===== config.mk =====
export PLATFORM = sky130hd
export DESIGN_NAME = maincpu_rom_reader
export DESIGN_NICKNAME = d
export VERILOG_FILES = /design/src/rtl/maincpu_rom_reader.sv
export SDC_FILE = /design/constraint.sdc
export NUM_CORES = 1
export LEC_CHECK = 0
export BUFFER_PORTS_ARGS = -buffer_cell sky130_fd_sc_hd__buf_2
export CAP_MARGIN = 25
export CORE_UTILIZATION = 60
export CTS_BUF_LIST = sky130_fd_sc_hd__clkbuf_4 sky130_fd_sc_hd__clkbuf_8
export DETAILED_ROUTE_END_ITERATION = 8
export PLACE_DENSITY = 0.88
export SETUP_SLACK_MARGIN = 0.1
export SLEW_MARGIN = 0
export SYNTH_ARGS = -nofsm -noshare
export SYNTH_HDL_FRONTEND = slang
export SYNTH_SLANG_ARGS = --single-unit

===== constraint.sdc =====
create_clock -name clka -period 4.4 [get_ports clka]
set_input_delay 0.88 -clock clka [delete_from_list [all_inputs] [get_ports clka]]
set_output_delay 0.88 -clock clka [all_outputs]
set_load 0.03 [all_outputs]

===== src/rtl/maincpu_rom_reader.sv =====
// Read-side controller for the main-CPU program ROM BRAM (32K x 8).
// Arbitrates single-byte CPU fetches against sequential loader bursts.
module maincpu_rom_reader #(
  parameter int unsigned READ_LATENCY = 1
) (
  input  logic        clka,
  input  logic        rsta,
  input  logic        cpu_rd,
  input  logic [15:0] cpu_addr,
  output logic        cpu_ready,
  output logic [7:0]  cpu_data,
  input  logic        burst_start,
  input  logic [14:0] burst_base,
  input  logic [7:0]  burst_len,
  output logic        burst_valid,
  output logic [7:0]  burst_data,
  output logic        burst_done,
  output logic        busy,
  output logic [14:0] addra,
  input  logic [7:0]  douta
);

  typedef enum logic [2:0] {IDLE, CWAIT, CDONE, BURST, DRAIN} state_t;

  state_t state, state_n;

  logic                  pend, pend_n;
  logic [14:0]           bbase;
  logic [7:0]            blen;
  logic [7:0]            rem;
  logic [1:0]            cnt;
  logic [READ_LATENCY:0] vpipe, lpipe;

  logic acc_cpu, acc_oor, cap_cpu, start_burst, issue_next, latch_burst;
  logic issue, last;

  always_comb begin
    state_n     = state;
    acc_cpu     = 1'b0;
    acc_oor     = 1'b0;
    cap_cpu     = 1'b0;
    start_burst = 1'b0;
    issue_next  = 1'b0;
    case (state)
      IDLE: begin
        if (cpu_rd) begin
          if (cpu_addr[15]) begin
            acc_oor = 1'b1;
            state_n = CDONE;
          end else begin
            acc_cpu = 1'b1;
            state_n = CWAIT;
          end
        end else if (pend) begin
          start_burst = 1'b1;
          state_n     = BURST;
        end
      end
      CWAIT: begin
        if (cnt == 2'(READ_LATENCY)) begin
          cap_cpu = 1'b1;
          state_n = CDONE;
        end
      end
      CDONE: state_n = IDLE;
      BURST: begin
        // rem counts addresses still to issue after the one sent on entry
        if (rem != 8'd0) issue_next = 1'b1;
        if (rem <= 8'd1) state_n = DRAIN;
      end
      DRAIN: begin
        if (vpipe == '0) state_n = IDLE;
      end
      default: state_n = IDLE;
    endcase

    latch_burst = burst_start && !pend && (state != BURST) && (state != DRAIN);
    if (start_burst)      pend_n = 1'b0;
    else if (latch_burst) pend_n = 1'b1;
    else                  pend_n = pend;

    issue = start_burst | issue_next;
    last  = start_burst ? (blen == 8'd1) : (rem == 8'd1);
  end

  always_ff @(posedge clka or posedge rsta) begin
    if (rsta) begin
      state       <= IDLE;
      pend        <= 1'b0;
      bbase       <= '0;
      blen        <= '0;
      rem         <= '0;
      cnt         <= '0;
      vpipe       <= '0;
      lpipe       <= '0;
      addra       <= '0;
      cpu_ready   <= 1'b0;
      cpu_data    <= '0;
      burst_valid <= 1'b0;
      burst_data  <= '0;
      burst_done  <= 1'b0;
      busy        <= 1'b0;
    end else begin
      state     <= state_n;
      pend      <= pend_n;
      busy      <= (state_n != IDLE) || pend_n;
      cpu_ready <= cap_cpu | acc_oor;

      if (latch_burst) begin
        bbase <= burst_base;
        blen  <= burst_len;
      end

      if (acc_cpu)             cnt <= '0;
      else if (state == CWAIT) cnt <= cnt + 2'd1;

      if (cap_cpu)      cpu_data <= douta;
      else if (acc_oor) cpu_data <= 8'hFF;

      // burst_len of 0 wraps to rem=255, giving 256 addresses in total
      if (acc_cpu) begin
        addra <= cpu_addr[14:0];
      end else if (start_burst) begin
        addra <= bbase;
        rem   <= blen - 8'd1;
      end else if (issue_next) begin
        addra <= addra + 15'd1;
        rem   <= rem - 8'd1;
      end

      vpipe <= {vpipe[READ_LATENCY-1:0], issue};
      lpipe <= {lpipe[READ_LATENCY-1:0], issue & last};

      burst_valid <= vpipe[READ_LATENCY];
      burst_done  <= vpipe[READ_LATENCY] & lpipe[READ_LATENCY];
      if (vpipe[READ_LATENCY]) burst_data <= douta;
    end
  end

endmodule


==> results.json, run 1 <==
{
  "status": "complete, no violations",
  "cp_max_fo": 18,
  "cap_violations": 0,
  "hp-class": "reg2reg",
  "r2r-end": "busy",
  "async_flop_share": 1.00,
  "dieArea_mm2": 0.00632,
  "finalNonFillerCells": 490,
  "period_share": 0.540,
  "hold_path.startpoint": "lpipe[0]",
  "synth_top_area_share": 0.528,
  "cts-root-buf": "clkbuf_8",
  "irDropWorstVdd_uv": 401,
  "syn_nets": 382,
  "rows": 27,
  "antenna_found_initial": 0,
  "grtUsageTotal": 0.285,
  "totalPowerFinal_mw": 3.26,
  "diodes": 0,
  "drt_pass1_iterations": 5,
  "p_seq_frac": 0.410,
  "reg2reg_depth": 5,
  "postCtsSetupBuffers": 0,
  "cts.htree.levels": 3,
  "synth_cells": 324,
  "dp_slack_ns": 1.68,
  "yosysTopAreaCell": "dfrtp_1",
  "postLayoutCellArea_mm2": 0.00433,
  "synthTopCellsByArea": "dfrtp_1 53%, mux2_2 9.1%, xnor2_1 3.2%, nand2_1 2.7%, a21oi_1 2.5%",
  "p_sw_frac": 0.436,
  "gr-total-overflow": 0,
  "synth_top_cells_by_count": "76 x dfrtp_1, 29 x mux2_2, 26 x nand2_1",
  "vias": 2963,
  "p_per_area_mw_per_mm2": 753,
  "yosysMostFrequentCell": "dfrtp_1",
  "setup_ws_ns": 2.03,
  "reg2reg_slack_ns": 2.04,
  "start_util": 0.638,
  "clkLatencyLatePin_ns": 0.35,
  "hold_violations": 0,
  "cts_resized": 0,
  "drc": 0,
  "path_clk_slew_ns": 0.08,
  "ant_nets": 0,
  "path_class": "in2reg",
  "cp-startpoint": "cpu_rd",
  "die_w_um": 79.5,
  "synth_edf_count": 0,
  "avgSynthCellArea_um2": 11.1,
  "power.switching_mw": 1.42,
  "syn_area_mm2": 0.00360,
  "crit_path_start_kind": "primary input",
  "drive_gt1_frac": 0.349,
  "placed_area_mm2": 0.00413,
  "yosys_warnings": 0,
  "drt_wl_total_um": 8430,
  "critPathRequiredTime_ns": 4.62,
  "setup_viol": 0,
  "p_leak_nw": 1.90,
  "arrival_ns": 2.59,
  "holdBufCountCts": 0,
  "min_path_cells": 0,
  "nets": 471,
  "p_int_mw": 1.84,
  "drt_iter0_drc": 248,
  "regArea_mm2": 0.00190,
  "wl_per_cell_um": 17.2,
  "cts_buffers": 9,
  "gp_congestion": 0.872,
  "clk_path_buf_depth": 2,
  "maxSlewViolCount": 0,
  "grt_pass1_wl_um": 13500,
  "vias_per_cell": 6.05,
  "ys_ff_latch": 76,
  "grt_pass1_vias": 2932,
  "multiInputGateArea_mm2": 0.00163,
  "area_growth_pct": 20.3,
  "clock-sinks": 76,
  "post-dp-hpwl_um": 5850,
  "die_h_um": 79.5,
  "clock_skew_ns": 0.00769,
  "endpoint": "busy",
  "fin_crit_ns": 2.37,
  "r2r-start": "rem[2]",
  "worstSetupEndpointType": "register",
  "io_buffers": 85,
  "cts_tree": "yes",
  "grt_start_max_net_pins": 53,
  "synth_ff_type": "dfrtp_1",
  "yosysSeqAreaShare": 0.528,
  "max_freq_mhz": 421,
  "nFillCells": 384,
  "synth.distinct_cells": 50,
  "pin_count": 86,
  "slew_headroom": 0.590,
  "worst_slew_pin_slew_ns": 0.615,
  "p_comb_frac": 0.443,
  "core-area_mm2": 0.00564,
  "fin_setup_tns_ns": 0,
  "rsz0062_at_grt": "no",
  "placed_cells": 473,
  "power_frac_clock": 0.147
}
per-stage QoR:
stage | hold WS [ns] | utilization
floorplan | 0.331 | -
global placement | 0.333 | 0.733
detailed placement | 0.336 | 0.733
CTS | 0.355 | 0.764
global route | 0.357 | 0.768
finish | 0.352 | 0.768
critical path, stage by stage:
cell and delay (ns):
buf_2 0.12, nand2b_1 0.21, or4_1 0.75, o21a_1 0.23, or4_1 0.41
kinds of logic (layout without fill, tap and decap cells):
group,Yosys count,count (layout),synth area share
xor gates and xnor gates,23,23,0.0559
adders and majority gates,7,7,0.0243
and+or+nand+nor,95,95,0.142
buffers and inverters,24,118,0.0261
AOI/OAI and AO/OA,69,69,0.130
muxes,30,30,0.0935
DFF,76,76,0.528
state kept, by name, indices dropped and copies added (netlist names), 2 cells and up:
register and count:
vpipe 2, cnt 2, bbase 15, state 3, blen 8, rem 8, addra 15, cpu_data 8
lpipe 2, burst_data 8
routing by layer:
layer / share of wire / vias to the layer above / wire length (um) / GRT usage
met2: 0.50 / 160 / 4210 / 0.469
met4: 0.016 / 0 / 136 / 0.124
met1: 0.42 / 1428 / 3520 / 0.360
met5: 0 / - / 0 / 0
met3: 0.067 / 14 / 567 / 0.0617
li1: - / 1361 / - / -
final cells by class:
type                            instances  area share
Sequential cell                        76       0.439
Multi-Input combinational cell        224       0.376
Timing Repair Buffer                   93       0.115
Clock buffer                           10      0.0318
Tap cell                               72      0.0208
Clock inverter                          6     0.00925
Inverter                                9     0.00780
how the worst min path moves through the flow:
stage,end
2_1_floorplan,lpipe[1]
3_3_place_gp,lpipe[1]
3_5_place_dp,lpipe[1]
4_1_cts,lpipe[1]
5_1_grt,lpipe[1]
6_report,lpipe[1]
placed cells by master, fill, tap and decap left out, types with 2 or more instances in the layout:
master | netlist | layout
clkinv_2 | 0 | 2
xor2_1 | 10 | 10
buf_4 | 0 | 7
o21ai_0 | 16 | 16
a221o_1 | 7 | 7
o22a_1 | 8 | 8
nor2_1 | 18 | 18
or4_1 | 3 | 3
nand3_1 | 9 | 9
nor3_1 | 6 | 6
o21ai_1 | 2 | 2
buf_2 | 3 | 85
nand4_1 | 4 | 4
nor4_1 | 8 | 8
and2_1 | 2 | 2
mux2_2 | 29 | 29
and3_1 | 2 | 2
or4_4 | 2 | 2
inv_1 | 9 | 8
xnor2_1 | 13 | 13
nand2b_1 | 3 | 3
clkbuf_8 | 0 | 10
clkinvlp_4 | 0 | 4
dfrtp_1 | 76 | 76
a221oi_1 | 3 | 3
a21boi_0 | 2 | 2
nand2_1 | 26 | 26
a21oi_1 | 18 | 18
o311ai_0 | 2 | 2
ha_1 | 7 | 7
power by group through the flow:
| stage | registers (mW) | clock network (mW) | logic [mW] |
|---|---|---|---|
| floorplan | 1.50 | 0 | 0.827 |
| global placement | 1.32 | 0 | 1.37 |
| detailed placement | 1.34 | 0 | 1.43 |
| CTS | 1.33 | 0.485 | 1.44 |
| global route | 1.38 | 0.520 | 1.56 |
| finish | 1.34 | 0.480 | 1.44 |
No activity file was read; power rests on OpenSTA's default activity.
==> inputs of run 2 (changes only) <==
--- a/config.mk
+++ b/config.mk
@@ -7,10 +7,10 @@
 export LEC_CHECK = 0
 export BUFFER_PORTS_ARGS = -buffer_cell sky130_fd_sc_hd__buf_2
 export CAP_MARGIN = 25
-export CORE_UTILIZATION = 60
+export CORE_UTILIZATION = 55
 export CTS_BUF_LIST = sky130_fd_sc_hd__clkbuf_4 sky130_fd_sc_hd__clkbuf_8
 export DETAILED_ROUTE_END_ITERATION = 8
-export PLACE_DENSITY = 0.88
+export PLACE_DENSITY = 0.82
 export SETUP_SLACK_MARGIN = 0.1
 export SLEW_MARGIN = 0
 export SYNTH_ARGS = -nofsm -noshare
==> constraint.sdc (replaced) <==
create_clock -name clka -period 2.5 [get_ports clka]
set_input_delay 0.5 -clock clka [delete_from_list [all_inputs] [get_ports clka]]
set_output_delay 0.5 -clock clka [all_outputs]
set_load 0.03 [all_outputs]
==> results.json, run 2 (synthesis results as in run 1) <==
{
  "status": "complete, no violations",
  "path_common_cell": "or4_4",
  "fin_setup_tns_ns": 0,
  "nets": 472,
  "clk_path_buf_depth": 2,
  "worst_slew_pin_slew_ns": 0.532,
  "drt_wl_total_um": 7820,
  "antenna_found_initial": 0,
  "maxSlewViolCount": 0,
  "max_freq_mhz": 433,
  "placed_cells": 480,
  "hold_violations": 0,
  "critPathRequiredTime_ns": 2.72,
  "critical-path-max-stage-delay_ns": 0.58,
  "gr-total-overflow": 0,
  "drt_iter0_drc": 120,
  "rows": 29,
  "io_buffers": 85,
  "dp_slack_ns": 0.218,
  "postLayoutCellArea_mm2": 0.00443,
  "clock-sinks": 76,
  "utilization": 0.698,
  "setup_viol": 0,
  "p_per_area_mw_per_mm2": 1360,
  "fin_crit_ns": 2.31,
  "cts.htree.levels": 3,
  "pin_count": 86,
  "path_class": "reg2reg",
  "path_cells": "or4_4 > or4_4 > a21oi_2 > nand2_1 > or4_1",
  "cts-root-buf": "clkbuf_8",
  "ant_nets": 0,
  "grtUsageTotal": 0.243,
  "area_growth_pct": 23.1,
  "p_int_mw": 3.57,
  "p_leak_nw": 1.95,
  "crit_buf_inv": 0,
  "drt_pass1_iterations": 5,
  "cp_max_fo": 5,
  "cts_resized": 0,
  "path_clk_slew_ns": 0.07,
  "start_util": 0.567,
  "cts_tree": "yes",
  "clkLatencyLatePin_ns": 0.34,
  "core-area_mm2": 0.00635,
  "routed.top_layer": "met4",
  "grt_start_max_net_pins": 77,
  "cp_slowest_cell": "or4_4",
  "p_comb_frac": 0.423,
  "power_frac_clock": 0.189,
  "drc": 0,
  "cts_buffers": 9,
  "wl_per_cell_um": 15.8,
  "postCtsSetupBuffers": 0,
  "vias_per_cell": 5.85,
  "grt_pass1_vias": 2845,
  "holdBufCountCts": 0,
  "crit_path_start_kind": "register",
  "irDropWorstVdd_uv": 758,
  "rsz0062_at_grt": "no",
  "drive_gt1_frac": 0.351,
  "setup_ws_ns": 0.189,
  "grt_pass1_wl_um": 13500,
  "final_cell_mix": "85 x buf_2, 76 x dfrtp_1, 29 x mux2_2",
  "wl_met3_um": 344,
  "dieArea_mm2": 0.00687,
  "gp_congestion": 0.844,
  "wl_met1_um": 3480,
  "layout_commonest_cell": "buf_2",
  "arrival_ns": 2.53,
  "die_h_um": 82.9,
  "placed_area_mm2": 0.00418,
  "cap_violations": 0,
  "power.switching_mw": 2.44,
  "worstSetupEndpointType": "register",
  "p_seq_frac": 0.389,
  "vias": 2901,
  "finalNonFillerCells": 496,
  "period_share": 0.924,
  "p_sw_frac": 0.406,
  "post-dp-hpwl_um": 5470,
  "slew_headroom": 0.642,
  "cp_top_family": "simple AND/OR/NAND/NOR gates",
  "nFillCells": 468,
  "largestRegisters": "addra (15), bbase (15)",
  "clock_skew_ns": 0.00929,
  "diodes": 0,
  "wl_met2_um": 3870,
  "hp-class": "in2async",
  "die_w_um": 82.9
}
run 2: final timing paths:
kind                           from  endpoint  slack [ns]  cells past startpoint
max                          rem[2]      busy        0.19                      5
min                            rsta   blen[5]        0.25                      3
max reg2reg                  rem[2]      busy        0.19                      5
min reg2reg                lpipe[0]  lpipe[1]        0.36                      0
max in group asynchronous      rsta    cnt[0]        1.92                      3
min in group clka          lpipe[0]  lpipe[1]        0.36                      0
run 2: per-layer routing:
layer,up-vias,global-route usage
li1,1358,-
met1,1431,0.337
met2,100,0.390
met3,12,0.0388
met4,0,0.0893
met5,-,0
run 2: per-stage QoR:
step	total power [mW]	hold WS, ns
2_1_floorplan	4.10	0.331
3_3_place_gp	4.76	0.334
3_5_place_dp	4.88	0.347
4_1_cts	6.03	0.269
5_1_grt	6.40	0.273
6_report	6.01	0.254
run 2: power groups by stage:
stage | registers (mW) | clock network (mW) | logic (mW)
finish | 2.34 | 1.13 | 2.54
global route | 2.41 | 1.21 | 2.78
CTS | 2.33 | 1.15 | 2.55
detailed placement | 2.34 | 0 | 2.53
global placement | 2.31 | 0 | 2.45
floorplan | 2.65 | 0 | 1.45
run 2: final cells by class:
type | instances | area [um^2] | area share
Clock inverter | 6 | 111 | 0.0251
Clock buffer | 10 | 138 | 0.0311
Inverter | 9 | 37.5 | 0.00847
Timing Repair Buffer | 94 | 518 | 0.117
Tap cell | 77 | 96.3 | 0.0217
Multi-Input combinational cell | 224 | 1630 | 0.368
Sequential cell | 76 | 1900 | 0.429
run 2: worst reg2reg max path, delay by kind of cell (launching register included):
family,cells,cell delay [ns]
compound gates,1,0.15
flops,1,0.43
simple gates,4,1.60
==> inputs of run 3 (changes only) <==
==> config.mk (replaced) <==
export PLATFORM = sky130hd
export DESIGN_NAME = maincpu_rom_reader
export DESIGN_NICKNAME = d
export VERILOG_FILES = /design/src/rtl/maincpu_rom_reader.sv
export SDC_FILE = /design/constraint.sdc
export NUM_CORES = 1
export LEC_CHECK = 0
export CAP_MARGIN = 25
export CORE_UTILIZATION = 60
export CTS_BUF_LIST = sky130_fd_sc_hd__clkbuf_4 sky130_fd_sc_hd__clkbuf_8
export DETAILED_ROUTE_END_ITERATION = 8
export DONT_BUFFER_PORTS = 1
export PLACE_DENSITY = 0.76
export SETUP_SLACK_MARGIN = 0.1
export SLEW_MARGIN = 0
export SYNTH_ARGS = -nofsm -noshare
export SYNTH_HDL_FRONTEND = slang
export SYNTH_SLANG_ARGS = --single-unit
export TNS_END_PERCENT = 1
==> constraint.sdc (replaced) <==
create_clock -name clka -period 2.5 [get_ports clka]
set_input_delay 0.5 -clock clka [delete_from_list [all_inputs] [get_ports clka]]
set_output_delay 0.5 -clock clka [all_outputs]
set_load 0.01 [all_outputs]
==> results.json, run 3 (synthesis results as in run 1) <==
{
  "status": "complete, no violations",
  "ant_nets": 0,
  "arrival_ns": 2.51,
  "holdBufCountCts": 0,
  "post-dp-hpwl_um": 5370,
  "crit_path_start_kind": "register",
  "cp_slowest_cell": "or4_4",
  "clkLatencyLatePin_ns": 0.35,
  "drive_gt1_frac": 0.188,
  "postLayoutCellArea_mm2": 0.00402,
  "fin_crit_ns": 2.29,
  "start_util": 0.638,
  "wl_per_cell_um": 18.7,
  "placed_area_mm2": 0.00377,
  "grt_pass1_wl_um": 12700,
  "max_freq_mhz": 437,
  "cts_resized": 0,
  "critPathRequiredTime_ns": 2.72,
  "cts-root-buf": "clkbuf_8",
  "io_buffers": 0,
  "clock-sinks": 76,
  "p_leak_nw": 1.62,
  "totalPowerFinal_mw": 5.43,
  "utilization": 0.712,
  "vias_per_cell": 6.25,
  "core-area_mm2": 0.00564,
  "worst_slew_pin_slew_ns": 0.616,
  "worstSetupEndpointType": "register",
  "vias": 2544,
  "clock_skew_ns": 0.00627,
  "final_cell_mix": "76 x dfrtp_1, 29 x mux2_2, 26 x nand2_1",
  "rsz0062_at_grt": "no",
  "grtUsageTotal": 0.267,
  "drc": 0,
  "gr-total-overflow": 0,
  "layout_commonest_cell": "dfrtp_1",
  "die_w_um": 79.5,
  "grt_pass1_vias": 2612,
  "hold_violations": 0,
  "irDropWorstVdd_uv": 651,
  "hp-class": "in2async",
  "path_cells": "or4_4 > or4_4 > a21oi_2 > nand2_1 > or4_1",
  "setup_viol": 0,
  "die_h_um": 79.5,
  "cts_tree": "yes",
  "antenna_found_initial": 0,
  "nets": 388,
  "maxSlewViolCount": 0,
  "area_growth_pct": 11.5,
  "diodes": 0,
  "critical-path-max-stage-delay_ns": 0.58,
  "postCtsSetupBuffers": 0,
  "cp_max_fo": 5,
  "gp_congestion": 0.816,
  "rows": 27,
  "cts.htree.levels": 3,
  "clk_path_buf_depth": 2,
  "drt_wl_total_um": 7620,
  "drt_iter0_drc": 201,
  "cap_violations": 0,
  "period_share": 0.915,
  "finalNonFillerCells": 407,
  "slew_headroom": 0.589,
  "p_per_area_mw_per_mm2": 1350,
  "grt_start_max_net_pins": 51,
  "largestRegisters": "addra (15), bbase (15)",
  "placed_cells": 391,
  "fin_hold_ws_ns": 0.0941,
  "path_clk_slew_ns": 0.08,
  "setup_ws_ns": 0.212,
  "dieArea_mm2": 0.00632,
  "path_common_cell": "or4_4",
  "dp_slack_ns": 0.217,
  "fin_setup_tns_ns": 0,
  "path_class": "reg2reg",
  "drt_pass1_iterations": 5,
  "pin_count": 86,
  "cts_buffers": 9
}
## run 3: report_power, final
group / total [mW] / leakage, nW / internal [mW] / switching (mW)
clock network: 1.15 / 0.122 / 0.690 / 0.463
registers: 2.49 / 0.904 / 1.79 / 0.702
logic: 1.79 / 0.591 / 0.914 / 0.874
## run 3: critical path, delay by kind of cell, from the launching register on
kind	cells	cell delay, ns
and+or+nand+nor	4	1.60
DFF	1	0.42
AOI/OAI and AO/OA	1	0.15
## run 3: cell type report
cell class / instances / area [um^2]
clock buffers: 10 / 138
clock inverters: 6 / 111
fillers: 425 / 1630
inverters: 9 / 37.5
multi-input cells: 224 / 1640
flip-flops and latches: 76 / 1900
well taps: 72 / 90.1
repair buffers: 10 / 100
## run 3: per-layer routing
layer / share of wire / global-route usage
met4: 0.011 / 0.107
met5: 0 / 0
met3: 0.067 / 0.0537
met2: 0.49 / 0.424
met1: 0.43 / 0.358
## run 3: path summary, 6_finish.rpt
| kind | from | to | slack (ns) | depth (start not counted) |
|---|---|---|---|---|
| setup reg to reg | rem[2] | busy | 0.21 | 5 |
| setup / recovery | rem[2] | busy | 0.21 | 5 |
| max in group asynchronous | rsta | burst_data[1] | 1.79 | 2 |
| hold reg to reg | lpipe[0] | lpipe[1] | 0.37 | 0 |
| hold / removal | rsta | bbase[0] | 0.09 | 1 |
| min in group clka | douta[3] | cpu_data[3] | 0.27 | 1 |
